$ cat src/rtl/jpeg_rle_pkg.sv
// Purpose: shared types and widths for the JPEG run-length/category symbolizer.
//   state_e   : symbolizer FSM states
//   BLK_LAST  : zig-zag index of the final coefficient in an 8x8 block
//   ZRL_RUN   : run field carried by a ZRL (16 zeros) symbol
//   size_width: category field width needed for a given amplitude width
package jpeg_rle_pkg;

  localparam int unsigned COEF_W_DEF = 12;
  localparam int unsigned AMP_W_DEF  = COEF_W_DEF + 1;
  localparam int unsigned RUN_W      = 4;
  localparam int unsigned IDX_W      = 6;
  localparam int unsigned RUNCNT_W   = 6;

  localparam logic [IDX_W-1:0] BLK_LAST = 6'd63;
  localparam logic [RUN_W-1:0] ZRL_RUN  = 4'd15;

  typedef enum logic [1:0] {
    ST_DC,
    ST_AC,
    ST_ZRL
  } state_e;

  // Bits needed to encode categories 0..amp_w (the top value is reachable only by the
  // most negative AMP_W code, kept representable for safety).
  function automatic int unsigned size_width(input int unsigned amp_w);
    return $clog2(amp_w + 1);
  endfunction

  localparam int unsigned SIZE_W_DEF = size_width(AMP_W_DEF);

endpackage

$ cat src/rtl/jpeg_rle_category.sv
// Purpose: combinational JPEG magnitude category and amplitude bits for a signed value.
// Ports:
//   i_val      in  AMP_W   two's-complement value
//   o_size_c   out SIZE_W  bit length of |i_val| (0 for 0)
//   o_amp_c    out AMP_W   i_val if >=0, else (i_val-1) masked to the low o_size_c bits
module jpeg_rle_category
  import jpeg_rle_pkg::*;
#(
  parameter int unsigned AMP_W  = AMP_W_DEF,
  parameter int unsigned SIZE_W = SIZE_W_DEF
) (
  input  logic [AMP_W-1:0]  i_val,
  output logic [SIZE_W-1:0] o_size_c,
  output logic [AMP_W-1:0]  o_amp_c
);

  logic              w_neg;
  logic [AMP_W-1:0]  w_mag;
  logic [AMP_W-1:0]  w_vm1;
  logic [AMP_W-1:0]  w_mask;

  assign w_neg = i_val[AMP_W-1];
  assign w_mag = w_neg ? (~i_val + AMP_W'(1)) : i_val;
  assign w_vm1 = i_val - AMP_W'(1);

  // Category: position of the highest set magnitude bit, plus one.
  always_comb begin
    o_size_c = '0;
    for (int i = 0; i < int'(AMP_W); i++) begin
      if (w_mag[i]) o_size_c = SIZE_W'(i + 1);
    end
  end

  // Keep only the low o_size_c bits of a negative value's (v-1) form.
  always_comb begin
    w_mask = '0;
    for (int i = 0; i < int'(AMP_W); i++) begin
      if (i < int'(o_size_c)) w_mask[i] = 1'b1;
    end
  end

  assign o_amp_c = w_neg ? (w_vm1 & w_mask) : i_val;

endmodule

$ cat src/rtl/jpeg_rle_symbolizer.sv
// Purpose: JPEG baseline run-length/category symbolizer. Takes 64 zig-zag quantized
//   coefficients per block (index 0 = DC) and emits (run,size,amp) symbols with ZRL/EOB.
//   Optional feature macro: JPEG_RLE_DC_DIFF_EN -- when defined, DC is emitted as the
//   difference from the previous block's DC and dc_clr resets the predictor; otherwise
//   DC is emitted raw and dc_clr is ignored.
// Ports:
//   clk, rst              clock, asynchronous active-high reset
//   in_valid/in_ready     coefficient handshake, in_coef signed COEF_W
//   dc_clr                restart marker, next DC predicts from 0 (sticky)
//   out_valid/out_ready   symbol handshake, one-entry registered output
//   out_run/size/amp      symbol fields; out_dc/out_eob/out_last symbol flags
module jpeg_rle_symbolizer
  import jpeg_rle_pkg::*;
#(
  parameter int unsigned COEF_W = COEF_W_DEF,
  parameter int unsigned AMP_W  = COEF_W + 1,
  parameter int unsigned SIZE_W = SIZE_W_DEF
) (
  input  logic              clk,
  input  logic              rst,
  input  logic              in_valid,
  output logic              in_ready,
  input  logic [COEF_W-1:0] in_coef,
  input  logic              dc_clr,
  output logic              out_valid,
  input  logic              out_ready,
  output logic [RUN_W-1:0]  out_run,
  output logic [SIZE_W-1:0] out_size,
  output logic [AMP_W-1:0]  out_amp,
  output logic              out_dc,
  output logic              out_eob,
  output logic              out_last
);

  localparam int unsigned EXT_W = AMP_W - COEF_W;

  state_e              r_state, w_state_nx;
  logic [IDX_W-1:0]    r_idx, w_idx_nx;
  logic [RUNCNT_W-1:0] r_run, w_run_nx;
  logic [COEF_W-1:0]   r_lat_coef, w_lat_coef_nx;
  logic                r_lat_last, w_lat_last_nx;

  logic                r_out_valid, w_ov_nx;
  logic [RUN_W-1:0]    r_out_run, w_orun_nx;
  logic [SIZE_W-1:0]   r_out_size, w_osize_nx;
  logic [AMP_W-1:0]    r_out_amp, w_oamp_nx;
  logic                r_out_dc, w_odc_nx;
  logic                r_out_eob, w_oeob_nx;
  logic                r_out_last, w_olast_nx;

  logic                w_slot;
  logic                w_in_ready;
  logic                w_acc;
  logic                w_coef_nz;
  logic                w_last_idx;
  logic                w_run_ge16;
  logic [AMP_W-1:0]    w_coef_ext;
  logic [AMP_W-1:0]    w_lat_ext;
  logic [AMP_W-1:0]    w_dc_val;
  logic [AMP_W-1:0]    w_cat_in;
  logic [SIZE_W-1:0]   w_size;
  logic [AMP_W-1:0]    w_amp;

`ifdef JPEG_RLE_DC_DIFF_EN
  logic [COEF_W-1:0]   r_pred, w_pred_nx;
  logic                r_clr_pend, w_clr_pend_nx;
  logic [COEF_W-1:0]   w_pred_eff;
`else
  logic                w_unused_dc_clr;
  assign w_unused_dc_clr = dc_clr;
`endif

  // Handshake: input only moves while the output slot is free or draining this cycle.
  assign w_slot     = !r_out_valid || out_ready;
  assign w_in_ready = ((r_state == ST_DC) || (r_state == ST_AC)) && w_slot;
  assign w_acc      = in_valid && w_in_ready;
  assign w_coef_nz  = |in_coef;
  assign w_last_idx = (r_idx == BLK_LAST);
  assign w_run_ge16 = (r_run >= RUNCNT_W'(16));

  assign w_coef_ext = {{EXT_W{in_coef[COEF_W-1]}}, in_coef};
  assign w_lat_ext  = {{EXT_W{r_lat_coef[COEF_W-1]}}, r_lat_coef};

`ifdef JPEG_RLE_DC_DIFF_EN
  // A restart marker this cycle or earlier forces a zero prediction.
  assign w_pred_eff = (dc_clr || r_clr_pend) ? '0 : r_pred;
  assign w_dc_val   = w_coef_ext - {{EXT_W{w_pred_eff[COEF_W-1]}}, w_pred_eff};
`else
  assign w_dc_val   = w_coef_ext;
`endif

  // One category unit shared by DC, AC and the deferred (post-ZRL) coefficient.
  always_comb begin
    w_cat_in = w_coef_ext;
    if (r_state == ST_DC)  w_cat_in = w_dc_val;
    if (r_state == ST_ZRL) w_cat_in = w_lat_ext;
  end

  jpeg_rle_category #(
    .AMP_W  (AMP_W),
    .SIZE_W (SIZE_W)
  ) u_category (
    .i_val    (w_cat_in),
    .o_size_c (w_size),
    .o_amp_c  (w_amp)
  );

  // Next-state and output-register load.
  always_comb begin
    w_state_nx    = r_state;
    w_idx_nx      = r_idx;
    w_run_nx      = r_run;
    w_lat_coef_nx = r_lat_coef;
    w_lat_last_nx = r_lat_last;
    w_ov_nx       = r_out_valid && !out_ready;
    w_orun_nx     = r_out_run;
    w_osize_nx    = r_out_size;
    w_oamp_nx     = r_out_amp;
    w_odc_nx      = r_out_dc;
    w_oeob_nx     = r_out_eob;
    w_olast_nx    = r_out_last;
`ifdef JPEG_RLE_DC_DIFF_EN
    w_pred_nx     = r_pred;
    w_clr_pend_nx = r_clr_pend | dc_clr;
`endif

    case (r_state)
      ST_DC: begin
        if (w_acc) begin
          w_ov_nx    = 1'b1;
          w_orun_nx  = '0;
          w_osize_nx = w_size;
          w_oamp_nx  = w_amp;
          w_odc_nx   = 1'b1;
          w_oeob_nx  = 1'b0;
          w_olast_nx = 1'b0;
          w_state_nx = ST_AC;
          w_idx_nx   = IDX_W'(1);
          w_run_nx   = '0;
`ifdef JPEG_RLE_DC_DIFF_EN
          w_pred_nx     = in_coef;
          w_clr_pend_nx = 1'b0;
`endif
        end
      end

      ST_AC: begin
        if (w_acc) begin
          if (!w_coef_nz) begin
            if (w_last_idx) begin
              // Trailing zeros of any length collapse into a single EOB.
              w_ov_nx    = 1'b1;
              w_orun_nx  = '0;
              w_osize_nx = '0;
              w_oamp_nx  = '0;
              w_odc_nx   = 1'b0;
              w_oeob_nx  = 1'b1;
              w_olast_nx = 1'b1;
              w_state_nx = ST_DC;
              w_idx_nx   = '0;
              w_run_nx   = '0;
            end else begin
              w_run_nx = r_run + RUNCNT_W'(1);
              w_idx_nx = r_idx + IDX_W'(1);
            end
          end else if (!w_run_ge16) begin
            w_ov_nx    = 1'b1;
            w_orun_nx  = r_run[RUN_W-1:0];
            w_osize_nx = w_size;
            w_oamp_nx  = w_amp;
            w_odc_nx   = 1'b0;
            w_oeob_nx  = 1'b0;
            w_olast_nx = w_last_idx;
            w_run_nx   = '0;
            w_idx_nx   = w_last_idx ? '0 : (r_idx + IDX_W'(1));
            if (w_last_idx) w_state_nx = ST_DC;
          end else begin
            // Long run: park the coefficient and drain ZRLs first.
            w_lat_coef_nx = in_coef;
            w_lat_last_nx = w_last_idx;
            w_idx_nx      = w_last_idx ? '0 : (r_idx + IDX_W'(1));
            w_state_nx    = ST_ZRL;
          end
        end
      end

      ST_ZRL: begin
        if (w_slot) begin
          w_ov_nx   = 1'b1;
          w_odc_nx  = 1'b0;
          w_oeob_nx = 1'b0;
          if (w_run_ge16) begin
            w_orun_nx  = ZRL_RUN;
            w_osize_nx = '0;
            w_oamp_nx  = '0;
            w_olast_nx = 1'b0;
            w_run_nx   = r_run - RUNCNT_W'(16);
          end else begin
            w_orun_nx  = r_run[RUN_W-1:0];
            w_osize_nx = w_size;
            w_oamp_nx  = w_amp;
            w_olast_nx = r_lat_last;
            w_run_nx   = '0;
            w_state_nx = r_lat_last ? ST_DC : ST_AC;
          end
        end
      end

      default: begin
        w_state_nx = ST_DC;
        w_idx_nx   = '0;
        w_run_nx   = '0;
      end
    endcase
  end

  // State and output registers.
  always_ff @(posedge clk or posedge rst) begin
    if (rst) begin
      r_state     <= ST_DC;
      r_idx       <= '0;
      r_run       <= '0;
      r_lat_coef  <= '0;
      r_lat_last  <= 1'b0;
      r_out_valid <= 1'b0;
      r_out_run   <= '0;
      r_out_size  <= '0;
      r_out_amp   <= '0;
      r_out_dc    <= 1'b0;
      r_out_eob   <= 1'b0;
      r_out_last  <= 1'b0;
    end else begin
      r_state     <= w_state_nx;
      r_idx       <= w_idx_nx;
      r_run       <= w_run_nx;
      r_lat_coef  <= w_lat_coef_nx;
      r_lat_last  <= w_lat_last_nx;
      r_out_valid <= w_ov_nx;
      r_out_run   <= w_orun_nx;
      r_out_size  <= w_osize_nx;
      r_out_amp   <= w_oamp_nx;
      r_out_dc    <= w_odc_nx;
      r_out_eob   <= w_oeob_nx;
      r_out_last  <= w_olast_nx;
    end
  end

`ifdef JPEG_RLE_DC_DIFF_EN
  // DC predictor and sticky restart flag.
  always_ff @(posedge clk or posedge rst) begin
    if (rst) begin
      r_pred     <= '0;
      r_clr_pend <= 1'b0;
    end else begin
      r_pred     <= w_pred_nx;
      r_clr_pend <= w_clr_pend_nx;
    end
  end
`endif

  assign in_ready  = w_in_ready;
  assign out_valid = r_out_valid;
  assign out_run   = r_out_run;
  assign out_size  = r_out_size;
  assign out_amp   = r_out_amp;
  assign out_dc    = r_out_dc;
  assign out_eob   = r_out_eob;
  assign out_last  = r_out_last;

endmodule
$ cat config.mk
export PLATFORM = sky130hd
export DESIGN_NAME = jpeg_rle_symbolizer
export DESIGN_NICKNAME = d
export VERILOG_FILES = /design/src/rtl/jpeg_rle_pkg.sv /design/src/rtl/jpeg_rle_category.sv /design/src/rtl/jpeg_rle_symbolizer.sv
export SDC_FILE = /design/constraint.sdc
export NUM_CORES = 1
export LEC_CHECK = 0
export BUFFER_PORTS_ARGS = -buffer_cell sky130_fd_sc_hd__buf_2
export CAP_MARGIN = 10
export CORE_UTILIZATION = 40
export DETAILED_ROUTE_END_ITERATION = 10
export GPL_ROUTABILITY_DRIVEN = 0
export PLACE_DENSITY_LB_ADDON = 0.3
export SLEW_MARGIN = 20
export SYNTH_ARGS = -nofsm -noshare
export SYNTH_HDL_FRONTEND = slang
export SYNTH_SLANG_ARGS = --single-unit
$ cat constraint.sdc
create_clock -name clk -period 6.57 [get_ports clk]
set_input_delay 0.657 -clock clk [delete_from_list [all_inputs] [get_ports clk]]
set_output_delay 0.657 -clock clk [all_outputs]
set_load 0.01 [all_outputs]
Word level (Yosys, flattened, before mapping):

Cells that the tools add are included.

* bits in registers: 52

* add/sub/neg operators: 5
* $lt $le $gt $ge: 14
* equal/unequal tests: 9
* multiplexer cells: 98
* bitwise logic cells: 3
* reduce and logical (&&, ||, !) cells: 15

Operator list (count)
* 2-to-1 mux 13 bit: 10
* 2-to-1 mux 4 bit: 19
* 2-to-1 mux 6 bit: 10
* case mux 13 bit (3 select lines): 1
* 2-to-1 mux 1 bit: 36
* case mux 6 bit (3 select lines): 2
* case mux 4 bit (3 select lines): 2
* less-than comparator 4 bit, first input constant: 5
* 2-to-1 mux 2 bit: 9
* less-than comparator 3 x 4 -> 1 bit, first input constant: 4
* adder 13 x 1 -> 13 bit, second input constant: 1
* AND 13 bit: 1
* inverter 13 bit: 1
* subtractor 13 x 1 -> 13 bit, second input constant: 1
* adder 6 x 1 -> 6 bit, second input constant: 2
* 2-to-1 mux 3 bit: 4
* case mux 1 bit (3 select lines): 4
* AND reduction 4 bit: 3
* OR reduction 12 bit: 1
* less-than comparator 1 x 4 -> 1 bit, first input constant: 2
* less-than comparator 2 x 4 -> 1 bit, first input constant: 2
* inequality test 2 bit, second input constant: 4
* == test 6 bit, second input constant: 1
* greater-or-equal comparator 6 x 5 -> 1 bit, second input constant: 1
* 13 further kinds: 18

Logic depth before layout (Yosys ltp):

Gate-level depths: netlist of the first run.

* depth in word-level cells: 26
* depth in mapped cells: 12
* depth with buffers taken out: 9

Modules after synthesis:

Synthesis of the first run repeated with hierarchy kept, for this count alone.

* cell total of the unflattened synthesis: 448
* area total of the unflattened synthesis: 3754.9 µm²

Modules (own cells, without submodules)
* jpeg_rle_symbolizer: times used 1, cells each 276, area an instance 2717.6 µm², seq. area each 1301.2 µm²
* jpeg_rle_category: times used 1, cells each 172, area an instance 1037.2 µm², seq. area each 0.0 µm²

Worst setup path after synthesis of the first run:

No wires, ideal clock.

* path kind: input-to-reg
* from: in in_coef[5]
* to: reg r_out_run[0] (netlist: out_run[0])
* library setup time: 0.076 ns
* data arrival time: 2.555 ns
* required time: 6.494 ns
* setup slack: 3.939 ns
* stages on the path: 8
* path buffers: 2
* cells stage by stage: buf_6 > nor4_4 > nand4_4 > a31o_4 > or3_4 > buf_6 > or3b_4 > o21ai_1

* cells in the longest elaborated chain, start to end: 4
* elaborated cells on any way between the ends: 7
* those cells by class: eq/ne: 2; mux: 3; reduce/logical: 2

RTL lines
* start, declared: RTL line jpeg_rle_symbolizer.sv:23 `input logic [COEF_W-1:0] in_coef,`
* OR reduction 12 bit *: RTL line jpeg_rle_symbolizer.sv:77 `assign w_coef_nz = |in_coef;`
* 2-to-1 mux 4 bit: RTL line jpeg_rle_symbolizer.sv:149 `if (!w_coef_nz) begin`
* 2-to-1 mux 4 bit: RTL line jpeg_rle_symbolizer.sv:148 `if (w_acc) begin`
* case mux 4 bit (3 select lines): RTL line jpeg_rle_symbolizer.sv:127 `case (r_state)`
* end signal, assigned: RTL line jpeg_rle_symbolizer.sv:239 `r_out_run <= w_orun_nx;`
* end, declared: RTL line jpeg_rle_symbolizer.sv:44 `logic [RUN_W-1:0] r_out_run, w_orun_nx;`

Mark *: on every way between the ends. The rest lies on a longest branch, timed or not. The select of a mux whose other input is x is not followed.
A chain may end at the register's enable or synchronous reset.

Worst setup path after layout of the first run:

* from: reg r_state[0]
* to: reg r_out_amp[6] (netlist: out_amp[6])

* cells in the longest elaborated chain, start to end: 26
* elaborated cells on any way between the ends: 42
* those cells by class: add/sub: 2; order compare: 1; eq/ne: 7; mux: 24; bitwise: 2; reduce/logical: 6

RTL lines
* start, declared: RTL line jpeg_rle_symbolizer.sv:37 `state_e r_state, w_state_nx;`
* start signal, assigned: RTL line jpeg_rle_symbolizer.sv:233 `r_state <= w_state_nx;`
* == test 2 bit: RTL line jpeg_rle_symbolizer.sv:96, jpeg_rle_symbolizer.sv:127
* 2-to-1 mux 13 bit: RTL line jpeg_rle_symbolizer.sv:96 `if (r_state == ST_ZRL) w_cat_in = w_lat_ext;`
* inverter 13 bit: RTL line jpeg_rle_category.sv:23 `assign w_mag = w_neg ? (~i_val + AMP_W'(1)) : i_val;`
* adder 13 x 1 -> 13 bit: RTL line jpeg_rle_category.sv:23
* 2-to-1 mux 13 bit: RTL line jpeg_rle_category.sv:23
* 2-to-1 mux 1 bit: RTL line jpeg_rle_category.sv:30 `if (w_mag[i]) o_size_c = SIZE_W'(i + 1);`
* 2-to-1 mux 2 bit (2 in a row): RTL line jpeg_rle_category.sv:30
* 2-to-1 mux 3 bit (4 in a row): RTL line jpeg_rle_category.sv:30
* 2-to-1 mux 4 bit (6 in a row): RTL line jpeg_rle_category.sv:30
* less-than comparator 3 x 4 -> 1 bit: RTL line jpeg_rle_category.sv:38 `if (i < int'(o_size_c)) w_mask[i] = 1'b1;`
* 2-to-1 mux 1 bit: RTL line jpeg_rle_category.sv:38
* AND 13 bit: RTL line jpeg_rle_category.sv:42 `assign o_amp_c = w_neg ? (w_vm1 & w_mask) : i_val;`
* 2-to-1 mux 13 bit: RTL line jpeg_rle_category.sv:42
* 2-to-1 mux 13 bit: RTL line jpeg_rle_symbolizer.sv:166 `end else if (!w_run_ge16) begin`
* 2-to-1 mux 13 bit: RTL line jpeg_rle_symbolizer.sv:149
* 2-to-1 mux 13 bit: RTL line jpeg_rle_symbolizer.sv:148
* case mux 13 bit (3 select lines): RTL line jpeg_rle_symbolizer.sv:127
* end signal, assigned: RTL line jpeg_rle_symbolizer.sv:241 `r_out_amp <= w_oamp_nx;`
* end, declared: RTL line jpeg_rle_symbolizer.sv:46 `logic [AMP_W-1:0] r_out_amp, w_oamp_nx;`

Parallel ways exist; a longest one is shown, timed or not. The select of a mux whose other input is x is not followed.

==> results of run 1 <==
==> stage by stage <==
| step | cell area, sq um | power, mW |
|---|---|---|
| after floorplan | 3380 | 0.701 |
| after global placement | 3650 | 0.804 |
| after detailed placement | 3650 | 0.812 |
| after CTS | 3760 | 1.05 |
| after global routing | 3770 | 1.11 |
| final | 3770 | 1.03 |
==> layout by cell type, fill, tap and decap left out, drive strengths merged, types with 5 or more instances in the layout <==
cell type  count
a21oi          8
o31ai          6
inv            8
and3           6
clkbuf         5
mux2          20
nor2          35
nand2         49
nand3         14
nor3           8
ha             7
a32o           5
dfrtp         52
a22o           5
buf           43
mux2i         16
nand4          9
xnor2          7
o21ai         36
a22oi          5
==> path summary, 6_finish.rpt <==
path                                 start       endpoint  slack [ns]  depth (start not counted)
worst max-delay path            r_state[0]     out_amp[6]        3.02                         10
worst min-delay path            out_amp[2]     out_amp[2]        0.47                          2
worst max register to register  r_state[0]     out_amp[6]        3.02                         10
worst min register to register  out_amp[2]     out_amp[2]        0.47                          2
max in group asynchronous              rst  r_lat_coef[7]        5.54                          2
min in group asynchronous              rst    out_size[0]        0.49                          2
==> kinds of logic (layout without fill, tap and decap cells) <==
family / after synthesis / after routing / synth area share
compound gates: 98 / 98 / 0.199
xor+xnor: 10 / 10 / 0.0259
fa+ha+maj: 7 / 7 / 0.0259
buf+inv: 25 / 59 / 0.0348
flops: 52 / 52 / 0.384
mux: 36 / 36 / 0.114
simple gates: 144 / 144 / 0.216
==> power breakdown <==
part           internal, mW  switching, mW  total, mW
Combinational         0.149          0.231      0.380
Sequential            0.382         0.0404      0.423
Clock                 0.115          0.112      0.227
==> per-layer routing <==
| metal | GRT usage | part of all wire | wire [microns] |
|---|---|---|---|
| met1 | 0.269 | 0.51 | 3940 |
| met2 | 0.262 | 0.42 | 3260 |
| met3 | 0.0332 | 0.052 | 403 |
| met4 | 0.0526 | 0.010 | 77 |
| met5 | 0 | 0 | 0 |
==> layout make-up <==
class | count | area share
multi-input cells | 295 | 0.522
flip-flops and latches | 52 | 0.345
repair buffers | 43 | 0.0585
well taps | 105 | 0.0349
clock buffers | 5 | 0.0183
clock inverters | 3 | 0.0123
inverters | 8 | 0.00830
==> worst min-delay path: cells and delay by family (launching register included) <==
kind	cells	cell delay, ns
flip-flops	1	0.35
AND/OR/NAND/NOR	2	0.10
==> registers in the layout, summed over array words and instances, names as in the netlist <==
register    cells
out_amp        13
r_lat_coef     12
r_idx           6
r_run           6
out_run         4
out_size        4
r_state         2
out_dc          1
out_eob         1
out_last        1
out_valid       1
r_lat_last      1
==> results.toml, run 1 <==
[cts]
root_buffer = "clkbuf_8"
post_cts_buffers = 0
ctsResizeCount = 0
cts_inserted_buffers = 5
cts.reportedPaths.clkPinSlew_ns = 0.10
insertion_delay_ns = 0.32
cts_tree = "yes"
clock_sinks = 52
cts_hold_buf = 0
clockBufferDepth = 2
cts_htree_levels = 2

[synthesis]
ys_seq_area_frac = 0.384
synth_top_area_share = 0.384
synth_largest_area_cell = "dfrtp_1"
synth_edf_count = 0
syn-instance-count = 372
synth_area_leaders = "dfrtp_1, mux2_2, nand2_1"
synth-seq-cells = 52
syn-cell-area_sq_um = 3380
synth_ff_type = "dfrtp_1"
synth.distinct_cells = 58
synth-async-reset-ratio = 1.00
syn_nets = 396
yosys_warnings = 0
ys_top_cells_by_count = "dfrtp_1, nand2_1, nor2_1"
yosys.cell_count.top_type = "dfrtp_1"
synth_area_per_cell_sq_um = 9.10

[detailed_routing]
via_per_inst = 5.70
drc = 2
drtAntennaViolNets = 0
wl_per_cell_microns = 15.0
drt_iter0_markers = 160
vias = 2912
dr.pass1.iters = 8
finalWirelength_microns = 7680

[global_route]
grt-ovfl-total = 0
antenna_found_initial = 0
grt_usage = 0.180
grt_pass1_vias = 2512
grt_max_degree = 53
grt_pass1_wl_microns = 12500

[timing]
slew_headroom = 0.349
max_slew.worst_pin.slew_ns = 0.949
period_needed_ns = 3.55
rsz0062_at_grt = "false"
final-max-slew-violation-count = 0
hold_viol_final = 0
fin_skew_ns = 0.00850
fmax_mhz = 282
worst_slack_ns = 3.02
setup_viol = 0
hold_ws_ns = 0.469
setup_tns_ns = 0
finalCritPeriodShare = 0.540

[outcome]
failed_checks = "design-rule violations"
status = "finished, violations left"

[final_layout]
nets = 429
antenna_cells = 0
post-route-util = 0.459
seqCellArea_sq_um = 1300
fin_cells = 511
drive_gt1_frac = 0.212
n_fill_cell = 805
area_growth_syn_to_layout_pct = 11.3
multi_input_area_sq_um = 1970

[floorplanning]
initial_core_util = 0.412
fp.coreArea_sq_um = 8220
rows = 33
die-area_sq_um = 8830
dieWidth_microns = 94.0
die_y_microns = 94.0
ios = 43

[setup_path]
crit_family = "compound AO/OA/AOI/OAI gates"
path_class = "flop to flop"
critPathCaptureType = "flop"
crit_slowest_cell = "mux2i_1"
path_buf_inv = 2
cp-start-kind = "flop"
cp_data_arrival_time_ns = 3.76
required_ns = 6.78
crit_chain = "inv_1 > ha_1 > buf_4 > mux2i_1 > o2111ai_2 > a2111oi_0 > o31ai_1 > nand3_1 > nand2_1 > a32o_1"
cp_max_fo = 30
critPathMaxStageDelay_ns = 0.84

[placement]
dp.cells = 503
post-place-ws_ns = 3.12
port_buffers = 41
dpl.hpwl_microns = 5570

[power]
ir_worst_vdd_v = 0.000107
p_leak_nw = 1.65
power.density_nw_per_um2 = 273

[flow_run]
cap_violations = 0

[hold_path]
worstHoldPathType = "flop to flop"
Power figures use the tool's default switching activity.
==> run 2: changes to the inputs <==
- clock period: 6.57 -> 2.9 ns (I/O delays scaled with it)
==> run 2 against run 1 <==
Effect of this change:
- count of clock-buffer cells in the layout stayed put
- global-route usage is 0.53 points higher
- the run now ends clean
- critical endpoint is now out_amp[2]
- clock power is 95% higher
- sequential share of layout area is 1.2 points lower
- highest routed layer unchanged
==> results.toml, run 2 (synthesis results as in run 1) <==
[hold_path]
worstHoldPathType = "primary input to async pin"

[final_layout]
postLayoutCellArea_sq_um = 3910
seqCellArea_sq_um = 1300
largest_register_ffs = 13
post-route-util = 0.476
mostFrequentLayoutCell = "dfrtp_1"
area_growth_syn_to_layout_pct = 15.5
n_fill_cell = 815
final_cell_mix = "dfrtp_1, nand2_1, buf_2, nor2_1, o21ai_0"
nets = 444
drive_gt1_frac = 0.259
antenna_cells = 0
multi_input_area_sq_um = 2010
fin_cells = 526

[global_route]
grt_max_degree = 53
grt_pass1_wl_microns = 12900
grt-ovfl-total = 0
grt_pass1_vias = 2673
grt_usage = 0.185
antenna_found_initial = 0

[timing]
slew_headroom = 0.416
final-max-slew-violation-count = 0
hold_viol_final = 0
setup_viol = 0
fin_skew_ns = 0.0110
worst_slack_ns = 0.144
max_slew.worst_pin.slew_ns = 0.875
rsz0062_at_grt = "true"
setup_tns_ns = 0
fmax_mhz = 363
finalCritPeriodShare = 0.950
hold_ws_ns = 0.119
period_needed_ns = 2.76

[cts]
cts.reportedPaths.clkPinSlew_ns = 0.11
insertion_delay_ns = 0.32
clockBufferDepth = 2
cts_tree = "yes"
cts_htree_levels = 2
cts_inserted_buffers = 5
root_buffer = "clkbuf_8"
clock_sinks = 52

[detailed_routing]
finalWirelength_microns = 7790
dr.pass1.iters = 5
wl_per_cell_microns = 14.8
drt_iter0_markers = 184
vias = 2948
drtAntennaViolNets = 0
drc = 0
via_per_inst = 5.60

[placement]
dp.cells = 517
dpl.hpwl_microns = 5790
port_buffers = 41
post-place-ws_ns = 0.125
dpl_cell_area_sq_um = 3770

[setup_path]
crit_family = "compound AO/OA/AOI/OAI gates"
rrSetupSlack_ns = 0.14
worst-r2r-cell-count = 11
r2r-start = "r_state[0]"
path_buf_inv = 3
path_class = "flop to flop"
cp_max_fo = 30
required_ns = 3.10
critPathMaxStageDelay_ns = 0.44
rr_endpoint = "out_amp[2]"
cp-start-kind = "flop"
crit_cells = 11
cp_data_arrival_time_ns = 2.96
critPathCaptureType = "flop"
startpoint = "r_state[0]"
crit_chain = "inv_1 > ha_1 > buf_12 > mux2i_2 > buf_4 > nand3_1 > a211o_1 > o21ai_0 > o21ai_1 > o311ai_1 > nand2_1"
crit_slowest_cell = "dfrtp_1"
endpoint = "out_amp[2]"

[floorplanning]
dieWidth_microns = 94.0
ios = 43
die_y_microns = 94.0
initial_core_util = 0.412
rows = 33
fp.coreArea_sq_um = 8220
die-area_sq_um = 8830

[power]
power.density_nw_per_um2 = 594
p_leak_nw = 1.74
finalPower_mw = 2.32
ir_worst_vdd_v = 0.000268

[outcome]
status = "finished, final reports clean"

[flow_run]
cap_violations = 0
run 2: cell count changes in the layout (fill, tap and decap cells not counted), sizes merged:
cell / delta
bufinv: -1
buf: +15
inv: +1
run 2: routing by layer:
layer	routed length (microns)	track usage
met2	3350	0.265
met5	0	0
met1	4040	0.280
met4	84	0.0603
met3	316	0.0307
run 2: timing repair:
action,4_1_cts,5_1_grt
setup endpoints to repair,0,6
gates resized for setup,0,10
hold buffers,0,0
setup buffers,0,1
run 2: cell type report:
type                       instances  area share
clock inverter                     3     0.00640
sequential                        52       0.333
timing repair buffer              58      0.0883
inverter                           8     0.00800
clock buffer                       5      0.0176
tap                              105      0.0336
multi-input combinational        295       0.513
run 2: power by group:
part	switching [mW]	internal, mW	leakage, nW	total, mW
Clock	0.266	0.177	0.0452	0.442
Combinational	0.538	0.382	1.01	0.920
Sequential	0.0953	0.866	0.686	0.961
run 2: worst min path at each step:
stage | from | to | depth (start not counted)
after global placement | out_amp[2] | out_amp[2] | 2
after floorplan | in_coef[11] | r_lat_coef[11] | 1
final | rst | out_size[0] | 2
after detailed placement | out_amp[2] | out_amp[2] | 2
after CTS | in_coef[7] | r_lat_coef[7] | 2
after global routing | rst | out_amp[9] | 2
==> run 3: changes to the inputs <==
- CTS_BUF_LIST: unset -> sky130_fd_sc_hd__clkbuf_4
==> run 3 against run 2 <==
Effect of this change:
- die area did not move
- first-iteration DRC count rose by 1.6%
- maximum frequency rose by 0.23%
- global-route usage fell by 0.063 points
- power fell by 3.6%
- flip-flop and latch count did not move
- worst setup slack improved by 0.0062 ns
- sequential share of layout area rose by 0.27 points
- via count rose by 0.41%
- register-to-register slack barely moved
- clock skew rose by 0.013 ns
- largest cell class unchanged
- largest power group unchanged
==> results.toml, run 3 (synthesis results as in run 1) <==
[final_layout]
area_growth_syn_to_layout_pct = 14.6
nets = 444
drive_gt1_frac = 0.259
antenna_cells = 0
final_cell_mix = "dfrtp_1, nand2_1, buf_2, nor2_1, o21ai_0"
largest_register_ffs = 13
mostFrequentLayoutCell = "dfrtp_1"
fin_cells = 526
postLayoutCellArea_sq_um = 3880

[timing]
fmax_mhz = 364
hold_viol_final = 0
rsz0062_at_grt = "true"
slew_headroom = 0.413
fin_skew_ns = 0.0243
max_slew.worst_pin.slew_ns = 0.879
finalCritPeriodShare = 0.948
setup_viol = 0
final-max-slew-violation-count = 0
period_needed_ns = 2.75
worst_slack_ns = 0.150
setup_tns_ns = 0

[detailed_routing]
via_per_inst = 5.63
drtAntennaViolNets = 0
drc = 0
wl_met1_microns = 4000
topRoutingLayerUsed = "met4"
wl_per_cell_microns = 14.7
dr.pass1.iters = 5
met3WireLength_microns = 324
finalWirelength_microns = 7750
vias = 2960
drt_iter0_markers = 187
route.met2.wl_microns = 3310

[setup_path]
crit_chain = "inv_1 > ha_1 > buf_12 > mux2i_2 > o2111ai_2 > buf_4 > or3_1 > o22ai_1 > a211oi_1 > and4_1 > o21ai_1"
crit_slowest_cell = "dfrtp_1"
critPathMaxStageDelay_ns = 0.46
required_ns = 3.23
cp_max_fo = 30
critPathCaptureType = "flop"
cp-start-kind = "flop"
path_class = "flop to flop"
cp_data_arrival_time_ns = 3.08

[cts]
cts.reportedPaths.clkPinSlew_ns = 0.17
cts_hold_buf = 0
insertion_delay_ns = 0.39
root_buffer = "clkbuf_4"
cts_htree_levels = 2
cts_tree = "yes"
cts_inserted_buffers = 5
clock_sinks = 52
clockBufferDepth = 2

[floorplanning]
initial_core_util = 0.412
fp.coreArea_sq_um = 8220
die_y_microns = 94.0
dieWidth_microns = 94.0
rows = 33
ios = 43
die-area_sq_um = 8830

[global_route]
grt_usage = 0.185
grt_max_degree = 53
grt-ovfl-total = 0
grt_pass1_vias = 2669
grt_pass1_wl_microns = 12900
antenna_found_initial = 0

[power]
ir_worst_vdd_v = 0.000240
power.density_nw_per_um2 = 578
p_leak_nw = 1.72

[outcome]
status = "finished, final reports clean"

[placement]
dpl.hpwl_microns = 5790
dp.cells = 517
post-place-ws_ns = 0.125
port_buffers = 41
dpl_cell_area_sq_um = 3770

[hold_path]
worstHoldPathType = "primary input to async pin"

[flow_run]
cap_violations = 0
[run 3: cell count changes in the layout (fill, tap and decap cells not counted)]
cell,change
o311ai_1,+1
o311ai_0,-1
clkbuf_4,+5
clkbuf_8,-5
[run 3: final timing paths]
| check | startpoint | endpoint | slack (ns) | cells after the start |
|---|---|---|---|---|
| max in group asynchronous | rst | r_lat_coef[11] | 2.34 | 2 |
| worst min-delay path | rst | out_amp[5] | 0.03 | 2 |
| worst max-delay path | r_state[0] | out_amp[8] | 0.15 | 11 |
| worst min register to register | out_amp[2] | out_amp[2] | 0.48 | 2 |
| worst max register to register | r_state[0] | out_amp[8] | 0.15 | 11 |
| min in group clk | in_coef[7] | r_lat_coef[7] | 0.19 | 2 |
[run 3: critical path, delay by kind of cell (launching register included)]
kind | cells | cell delay, ns
compound gates | 4 | 0.63
fa+ha+maj | 1 | 0.21
buf+inv | 3 | 0.55
flops | 1 | 0.46
mux | 1 | 0.27
simple gates | 2 | 0.56
[run 3: where the power goes]
group	switching, mW	total (mW)	internal [mW]
clock	0.257	0.359	0.101
combinational	0.538	0.921	0.382
sequential	0.0949	0.960	0.865
[run 3: layer usage]
| metal | up-vias | GRT usage |
|---|---|---|
| li1 | 1474 | - |
| met4 | 0 | 0.0603 |
| met2 | 72 | 0.263 |
| met3 | 10 | 0.0307 |
| met5 | - | 0 |
| met1 | 1404 | 0.280 |
[run 3: area by class of cell]
| class | instances | area [sq um] |
|---|---|---|
| clock inverters | 3 | 25.0 |
| fillers | 823 | 4340 |
| repair buffers | 58 | 345 |
| well taps | 105 | 131 |
| flip-flops and latches | 52 | 1300 |
| clock buffers | 5 | 37.5 |
| multi-input cells | 295 | 2010 |
| inverters | 8 | 31.3 |
[run 3: per-stage QoR]
stage | hold WS (ns) | total power [mW] | utilization
2_1_floorplan | 0.442 | 1.59 | -
3_3_place_gp | 0.457 | 1.87 | 0.458
3_5_place_dp | 0.451 | 1.90 | 0.458
4_1_cts | 0.175 | 2.26 | 0.466
5_1_grt | 0.0828 | 2.41 | 0.472
6_report | 0.0281 | 2.24 | 0.472
[run 3: repair_timing]
action                                  CTS  global route
hold endpoints to repair                  0             0
endpoints found under the setup margin    0             6
buffers inserted                          0             1
resized for setup                         0            11
